**config.mk**
```make
export PLATFORM = sky130hd
export DESIGN_NAME = aes_blk_axis_tx
export DESIGN_NICKNAME = d
export VERILOG_FILES = /design/src/rtl/aes_pkg.sv /design/src/rtl/aes_blk_fifo.sv /design/src/rtl/aes_blk_axis_tx.sv
export SDC_FILE = /design/constraint.sdc
export NUM_CORES = 1
export LEC_CHECK = 0
export ABC_AREA = 1
export BUFFER_PORTS_ARGS = -buffer_cell sky130_fd_sc_hd__buf_4
export CAP_MARGIN = 20
export CORE_ASPECT_RATIO = 0.9
export CORE_MARGIN = 4
export CORE_UTILIZATION = 53
export DETAILED_ROUTE_END_ITERATION = 10
export PLACE_DENSITY = 0.76
export SYNTH_ARGS = -nofsm -noshare
export SYNTH_HDL_FRONTEND = slang
export SYNTH_SLANG_ARGS = --single-unit
```
**constraint.sdc**
```tcl
create_clock -name clock -period 7.1 [get_ports clock]
set_input_delay 0.71 -clock clock [delete_from_list [all_inputs] [get_ports clock]]
set_output_delay 0.71 -clock clock [all_outputs]
set_load 0.03 [all_outputs]
```
**src/rtl/aes_pkg.sv**
```systemverilog
// Shared definitions for the AES transmit path: widths, block/word types, byte-swap helper, TX FSM states.
package aes_pkg;
    localparam int BLK_S  = 128;
    localparam int WORD_S = 32;
    localparam int BYTE_S = 8;

    typedef logic [0:BLK_S-1]  blk_t;
    typedef logic [WORD_S-1:0] word_t;

    typedef enum logic {TX_IDLE, TX_SEND} tx_state_t;

    function automatic word_t swap_bytes32(input word_t w);
        word_t r;
        r = '0;
        for (int i = 0; i < WORD_S / BYTE_S; i++) begin
            r[i*BYTE_S +: BYTE_S] = w[(WORD_S/BYTE_S-1-i)*BYTE_S +: BYTE_S];
        end
        return r;
    endfunction
endpackage

```
**src/rtl/aes_blk_fifo.sv**
```systemverilog
// Synchronous block FIFO: DEPTH entries of DATA_W bits, head visible on rdata, occupancy kept in a count.
module aes_blk_fifo #(
    parameter int DATA_W = 129,
    parameter int DEPTH  = 2
) (
    input  logic                     clock,
    input  logic                     reset,
    input  logic                     push,
    input  logic [DATA_W-1:0]        wdata,
    input  logic                     pop,
    output logic [DATA_W-1:0]        rdata,
    output logic                     full,
    output logic                     empty,
    output logic [$clog2(DEPTH):0]   count
);
    localparam int PTR_W = $clog2(DEPTH);
    localparam int CNT_W = PTR_W + 1;

    logic [DATA_W-1:0] mem [DEPTH];
    logic [PTR_W-1:0]  wr_ptr;
    logic [PTR_W-1:0]  rd_ptr;
    logic              do_push;
    logic              do_pop;

    assign do_push = push && !full;
    assign do_pop  = pop && !empty;

    // NOTE: the storage array is not reset; pointers and count alone decide which entries are meaningful.
    always_ff @(posedge clock) begin
        if (do_push) mem[wr_ptr] <= wdata;
    end

    always_ff @(posedge clock) begin
        if (reset) begin
            wr_ptr <= '0;
            rd_ptr <= '0;
            count  <= '0;
        end else begin
            if (do_push) wr_ptr <= wr_ptr + PTR_W'(1);
            if (do_pop)  rd_ptr <= rd_ptr + PTR_W'(1);
            case ({do_push, do_pop})
                2'b10:   count <= count + CNT_W'(1);
                2'b01:   count <= count - CNT_W'(1);
                default: count <= count;
            endcase
        end
    end

    assign rdata = mem[rd_ptr];
    assign full  = (count == CNT_W'(DEPTH));
    assign empty = (count == '0);
endmodule

```
**src/rtl/aes_blk_axis_tx.sv**
```systemverilog
// Serialises buffered 128-bit cipher blocks into 32-bit AXI4-Stream beats, tlast on the request's final beat.
// Build option: define AES_TX_BYTE_SWAP_EN to byte-reverse every beat before it reaches tdata.
module aes_blk_axis_tx
    import aes_pkg::*;
#(
    parameter int BLK_S      = 128,
    parameter int WORD_S     = 32,
    parameter int FIFO_DEPTH = 2
) (
    input  logic              clock,
    input  logic              reset,
    input  logic              in_valid,
    output logic              in_ready,
    input  logic [0:BLK_S-1]  in_blk,
    input  logic              in_last,
    output logic [WORD_S-1:0] m00_axis_tdata,
    output logic              m00_axis_tvalid,
    input  logic              m00_axis_tready,
    output logic              m00_axis_tlast,
    output logic              busy
);
    localparam int WORDS = BLK_S / WORD_S;
    localparam int WC_W  = $clog2(WORDS);
    localparam logic [WC_W-1:0] LAST_WORD = WC_W'(WORDS - 1);

    tx_state_t                   state, state_nxt;
    logic [WC_W-1:0]             word_cnt;
    logic [0:BLK_S-1]            sh_reg;
    logic                        last_q;
    logic                        load;
    logic                        advance;

    logic [BLK_S:0]              fifo_rdata;
    logic                        fifo_full;
    logic                        fifo_empty;
    logic [$clog2(FIFO_DEPTH):0] fifo_count;
    logic [0:BLK_S-1]            head_blk;
    logic                        head_last;
    logic [WORD_S-1:0]           cur_word;

    // No bypass: a full FIFO refuses input even when the FSM pops in the same cycle.
    assign in_ready = !fifo_full && !reset;

    aes_blk_fifo #(
        .DATA_W (BLK_S + 1),
        .DEPTH  (FIFO_DEPTH)
    ) u_fifo (
        .clock (clock),
        .reset (reset),
        .push  (in_valid && in_ready),
        .wdata ({in_blk, in_last}),
        .pop   (load),
        .rdata (fifo_rdata),
        .full  (fifo_full),
        .empty (fifo_empty),
        .count (fifo_count)
    );

    assign head_blk  = fifo_rdata[BLK_S:1];
    assign head_last = fifo_rdata[0];

    // NOTE: every always_comb output gets a default first, so no path can leave one unassigned and infer a latch.
    always_comb begin
        state_nxt = state;
        load      = 1'b0;
        advance   = 1'b0;
        unique case (state)
            TX_IDLE: begin
                if (!fifo_empty) begin
                    load      = 1'b1;
                    state_nxt = TX_SEND;
                end
            end
            TX_SEND: begin
                if (m00_axis_tready) begin
                    if (word_cnt != LAST_WORD) advance   = 1'b1;
                    else if (!fifo_empty)      load      = 1'b1;
                    else                       state_nxt = TX_IDLE;
                end
            end
            default: state_nxt = TX_IDLE;
        endcase
    end

    always_ff @(posedge clock) begin
        if (reset) begin
            state    <= TX_IDLE;
            word_cnt <= '0;
            sh_reg   <= '0;
            last_q   <= 1'b0;
        end else begin
            state <= state_nxt;
            if (load) begin
                sh_reg   <= head_blk;
                last_q   <= head_last;
                word_cnt <= '0;
            end else if (advance) begin
                sh_reg   <= sh_reg << WORD_S;
                word_cnt <= word_cnt + WC_W'(1);
            end
        end
    end

    // The current word always sits in the MSB slot of the shift register.
    assign cur_word = sh_reg[0:WORD_S-1];

`ifdef AES_TX_BYTE_SWAP_EN
    assign m00_axis_tdata = swap_bytes32(cur_word);
`else
    assign m00_axis_tdata = cur_word;
`endif

    assign m00_axis_tvalid = (state == TX_SEND);
    assign m00_axis_tlast  = m00_axis_tvalid && (word_cnt == LAST_WORD) && last_q;
    assign busy            = (fifo_count != '0) || (state == TX_SEND);
endmodule

```
==> results.md, run 1 <==
* RR Endpoint: u_fifo.count[1]
* Worst r2r src: word_cnt[0]
* Critical path class: in2reg
* Die area at 0.03506 sq mm
* DR vias/cell at 5.451
* VDD IR max at 0.0002127 V
* Delay-heaviest family, CP: buffers and inverters
* Initial Util at 54.41%
* Die Width at 196.9 um
* Critical path required time at 7.52 ns
* First-pass GRT wire length at 63,360 um
* FF-to-FF setup slack at 3.18 ns
* Fin nets at 2,052
* Clock-pin slew on the worst setup and hold paths at 0.06 ns
* Max-cap violation count at 0
* Hold-fix buffers at CTS at 0
* Crit. End Element: register
* Ys Warns at 0
* Post-Synthesis Cells at 1,864
* CP cell instances: buf_4, nand2_2, nand2_4, buf_4, nand2_8, inv_2, ha_1, nor3b_1, nand2_1, nand2_1, nor2_1
* Worst EP arrival at 4.85 ns
* Mapped Nets at 1,999
* Final Cycle Share at 62.45%
* Unrepaired setup endpoints after global routing: false
* R2R cell count at 11
* Share of the synthesized area in the top cell type at 45.51%
* Status: finished clean
* Mapped cell area at 0.01703 sq mm
* Worst Skew at 0.01252 ns
* Final hold slack at 0.3673 ns
* Resize count post-CTS at 0
* Clk sink count at 395
* Vias in the first global route at 12,134
* Clock root buffer: clkbuf_16
* Worst slew pin tran at 1.117 ns
* Met1 Use GR at 33.13%
* Final Hold Viols at 0
* CTS Buffer Depth at 3
* Via count at 12,836
* WL final at 40,690 um
* Fin util at 61.58%
* DRT iter0 DRCs at 1,126
* Setup TNS at 0 ns
* Postcts setup bufs at 0
* Crit path launch: m00_axis_tready
* Ratio of cells with drive above 1 in the final layout at 12.49%
* Crit path launch type: input port
* Largest net degree at the start of global routing at 119
* Crit path depth at 11
* Max incr delay on CP at 0.79 ns
* Average size of a mapped cell at 9.134 sq um
* Routability cong. at 0.8474
* Max Clk Rate at 0.2255 GHz
* Global-route congestion overflow total at 0
* Total CTS buffers at 40
* Diodes inserted at 0
* CTS H-tree depth at 2
* Worst-path fanout max at 118
* Unique masters post-synth at 22
* Ports at 169
* Wire per inst at 17.28 um
* Gr usage total at 22.58%
* Layer with the highest usage: met2
* TritonCTS clock tree: done
* Met2 Usage GRT at 35.32%
* Met3 Use GR at 3.626%
* Post-synth top area cell: edfxtp_1
* WP buf/inv at 3
* Buffers on Ports at 168
* Post-synthesis sequential area ratio at 61.62%
* Die H at 178.0 um
* Slew HR at 25.52%
* Drc violations at 0
* Worst min path class: in2reg
* Yosys reg bits at 395
* Final setup violation count at 0
* Pwr per Cell Area at 372.7 mW/mm^2
* Hpwl dp at 25,060 um
* Final antenna-violating net count at 0
* Critical-path top delay cell: buf_4
* Initial antenna violation count at 0
* Tot Pwr at 0.007181 W
* Leakage at 8.450 nW
* DRT Pass-1 Iters at 7
* Worst-Skew Late Latency at 0.53 ns
* Synth-to-layout area growth at 13.19%
* Tmin final at 4.434 ns
* Setup crit end: u_fifo.count[1]
* Core area at 0.03129 sq mm
* Max reg flops at 258
* Row cnt at 61
* Final Max Slew Viols at 0
* Synth top area cells: edfxtp_1, dfxtp_1, nand2_1
-- layout make-up --
type / instances / area, sq um
inverters: 206 / 782.0
flip-flops and latches: 395 / 10500
clock inverters: 17 / 125.1
clock buffers: 54 / 1116
well taps: 409 / 511.7
multi-input cells: 1094 / 4887
fillers: 2620 / 12020
repair buffers: 180 / 1351
-- power breakdown --
group	switching [W]	internal [W]	total, W
registers	0.000232	0.00281	0.00305
clock network	0.000838	0.00117	0.00201
logic	0.00149	0.000638	0.00213
total	0.00256	0.00462	0.00718
-- routing by layer --
layer / vias up / wire (um)
li1: 6209 / -
met1: 6063 / 17960
met2: 488 / 18630
met3: 76 / 3134
met4: 0 / 962
met5: - / 0
-- synthesized netlist by cell type --
master	number
nand2_2	2
nand3_2	1
nor3_1	2
nand2_4	2
inv_1	204
nand2_1	618
a21oi_1	135
clkbuf_1	58
ha_1	2
buf_6	2
nand3_1	226
buf_2	56
xor2_1	1
edfxtp_1	258
o21ai_0	4
dfxtp_1	137
nand4_1	96
buf_4	49
nor3b_1	1
inv_2	2
nor2_1	4
buf_1	4
-- worst min-delay path by stage --
stage                      from                 to  slack [ns]  cells past startpoint
floorplan                last_q             last_q        0.43                      2
global placement         last_q             last_q        0.45                      2
detailed placement       last_q             last_q        0.46                      2
CTS                 in_blk[124]   u_fifo.mem[0][4]        0.35                      1
global route         in_blk[41]  u_fifo.mem[1][87]        0.36                      1
finish               in_blk[60]  u_fifo.mem[1][68]        0.37                      1
-- cell families after synthesis --
group	share of synthesized area (%)
AO/OA/AOI/OAI	4.086
XOR/XNOR	0.05145
adder cells (fa/ha/maj)	0.1470
flip-flops	61.62
AND/OR/NAND/NOR	24.25
buffers and inverters	9.848
-- worst register-to-register path: stages (launching register included) --
cell	delay, ns
dfxtp_1	0.35
ha_1	0.22
nand2_2	0.08
nand2_4	0.08
buf_4	0.79
nand2_8	0.75
inv_2	0.73
ha_1	0.37
nor3b_1	0.27
nand2_1	0.08
nand2_1	0.06
nor2_1	0.04
-- stage by stage --
stage / worst slack (ns) / instances / instance area [sq um]
6_report: 2.666 / 2355 / 19270
4_1_cts: 2.801 / 2355 / 19270
2_1_floorplan: 1.643 / 1864 / 17030
3_5_place_dp: 2.273 / 2284 / 18030
3_3_place_gp: 2.330 / 2284 / 18030
5_1_grt: 2.373 / 2355 / 19270
-- layout by cell type, fill, tap and decap left out, types with 3 or more instances in the layout --
| cell | instances |
|---|---|
| o21ai_0 | 4 |
| clkinv_1 | 10 |
| nand4_1 | 96 |
| clkbuf_1 | 10 |
| clkinv_2 | 4 |
| a21oi_1 | 135 |
| inv_1 | 202 |
| edfxtp_1 | 258 |
| clkbuf_16 | 42 |
| dfxtp_1 | 135 |
| buf_4 | 180 |
| nand3_1 | 226 |
| nand2_1 | 618 |
| nor2_1 | 3 |
Power figures use the tool's default switching activity.
==> inputs of run 2 (changes only) <==
Settings changed: CORE_UTILIZATION 53 to 55, PLACE_DENSITY 0.76 to 0.75.
Clock period 7.1 ns to 4.2 ns, I/O delays scaled along.
==> run 2 against run 1 <==
Setup slack lost 1.5 ns; combinational power grew 68%; hold slack lost 0.29 ns; die area shrank 3.5%; total power grew 70%; sequential power grew 70%; flip-flop and latch count is the same; clock power grew 72%; critical path depth shrank 7; non-clock buffer count grew 4; critical path type is now reg2out; critical endpoint is now m00_axis_tlast.
==> results.md, run 2 (same netlist as run 1, synthesis figures left out) <==
* Initial Util at 56.41%
* Final hold slack at 0.07742 ns
* Drc violations at 0
* Slew HR at 24.90%
* Clk sink count at 395
* WL final at 40,780 um
* Gr usage total at 23.08%
* Clock-pin slew on the worst setup and hold paths at 0.06 ns
* Crit path launch type: register
* Fin area at 0.01937 sq mm
* Fillers at 2,452
* DRT iter0 DRCs at 1,468
* Via count at 12,919
* Setup TNS at 0 ns
* Worst-path fanout max at 55
* Worst EP arrival at 2.61 ns
* TritonCTS clock tree: done
* Wire per inst at 17.33 um
* Resize count post-CTS at 0
* Worst min path class: in2reg
* VDD IR max at 0.0004071 V
* Final Max Slew Viols at 0
* Core area at 0.03018 sq mm
* Clock root buffer: clkbuf_16
* Pwr per Cell Area at 630.2 mW/mm^2
* Ratio of cells with drive above 1 in the final layout at 12.97%
* Global-route congestion overflow total at 0
* Buffers on Ports at 168
* Diodes inserted at 0
* Worst-Skew Late Latency at 0.52 ns
* Fin util at 64.17%
* Final antenna-violating net count at 0
* DRT Pass-1 Iters at 5
* Final Cycle Share at 72.09%
* First-pass GRT wire length at 63,660 um
* CTS H-tree depth at 2
* Ports at 169
* Final setup violation count at 0
* Synth-to-layout area growth at 13.75%
* Routability cong. at 0.8334
* Postcts setup bufs at 0
* Most frequent cells in the layout: nand2_1, edfxtp_1, nand3_1
* Row cnt at 60
* Max-cap violation count at 0
* Crit. End Element: output port
* Critical path class: reg2out
* Vias in the first global route at 11,988
* Hpwl dp at 24,650 um
* Worst Skew at 0.008107 ns
* Max Clk Rate at 0.3303 GHz
* Largest net degree at the start of global routing at 102
* CTS Buffer Depth at 3
* Hold-fix buffers at CTS at 0
* Unrepaired setup endpoints after global routing: false
* Final Hold Viols at 0
* Max reg flops at 258
* Placed cell area at 0.01809 sq mm
* Worst slew pin tran at 1.126 ns
* Critical path required time at 3.78 ns
* Die H at 174.9 um
* Tmin final at 3.028 ns
* Fin nets at 2,055
* Die area at 0.03384 sq mm
* Most common cell after layout, fill and taps aside: nand2_1
* Status: finished clean
* DR vias/cell at 5.490
* Initial antenna violation count at 0
* Leakage at 8.498 nW
* Total CTS buffers at 39
* Die Width at 193.5 um
-- run 2: layer usage --
| metal | track usage (%) | wire [um] | vias to the layer above |
|---|---|---|---|
| li1 | - | - | 6214 |
| met1 | 33.78 | 17530 | 6115 |
| met2 | 35.76 | 18750 | 519 |
| met3 | 4.106 | 3500 | 71 |
| met4 | 6.667 | 1000 | 0 |
| met5 | 0 | 0 | - |
-- run 2: power by group --
| group | total [W] | internal, W | switching [W] | leakage, nW |
|---|---|---|---|---|
| clock | 0.00346 | 0.00204 | 0.00141 | 0.622 |
| sequential | 0.00518 | 0.00476 | 0.000421 | 3.49 |
| combinational | 0.00357 | 0.00110 | 0.00248 | 4.38 |
| total | 0.0122 | 0.00789 | 0.00431 | 8.50 |
-- run 2: cell type report --
type,instances,area (sq um),area share (%)
Tap cell,403,504.2,2.604
Sequential cell,395,10500,54.21
Multi-Input combinational cell,1094,4887,25.24
Inverter,206,780.7,4.032
Clock inverter,11,108.9,0.5621
Timing Repair Buffer,184,1419,7.327
Clock buffer,60,1169,6.034
-- run 2: worst max-delay path: stages, from the launching register on --
cell	delay (ns)
dfxtp_4	0.69
buf_4	0.61
inv_1	0.13
nor3_1	0.35
buf_4	0.24
-- run 2: final timing paths --
| check | from | endpoint | slack [ns] | depth (start not counted) |
|---|---|---|---|---|
| hold reg to reg | last_q | last_q | 0.46 | 2 |
| hold / removal | in_blk[67] | u_fifo.mem[0][61] | 0.08 | 1 |
| setup reg to reg | u_fifo.count[0] | u_fifo.count[1] | 1.41 | 9 |
| setup / recovery | m00_axis_tvalid | m00_axis_tlast | 1.17 | 4 |
-- run 2: metrics by stage --
step	cells	power, W	setup WS (ns)
after floorplan	1864	0.007946	0.4584
after global placement	2282	0.008698	1.405
after detailed placement	2282	0.008794	1.369
after CTS	2353	0.01223	1.234
after global routing	2353	0.01288	1.065
final	2353	0.01220	1.172
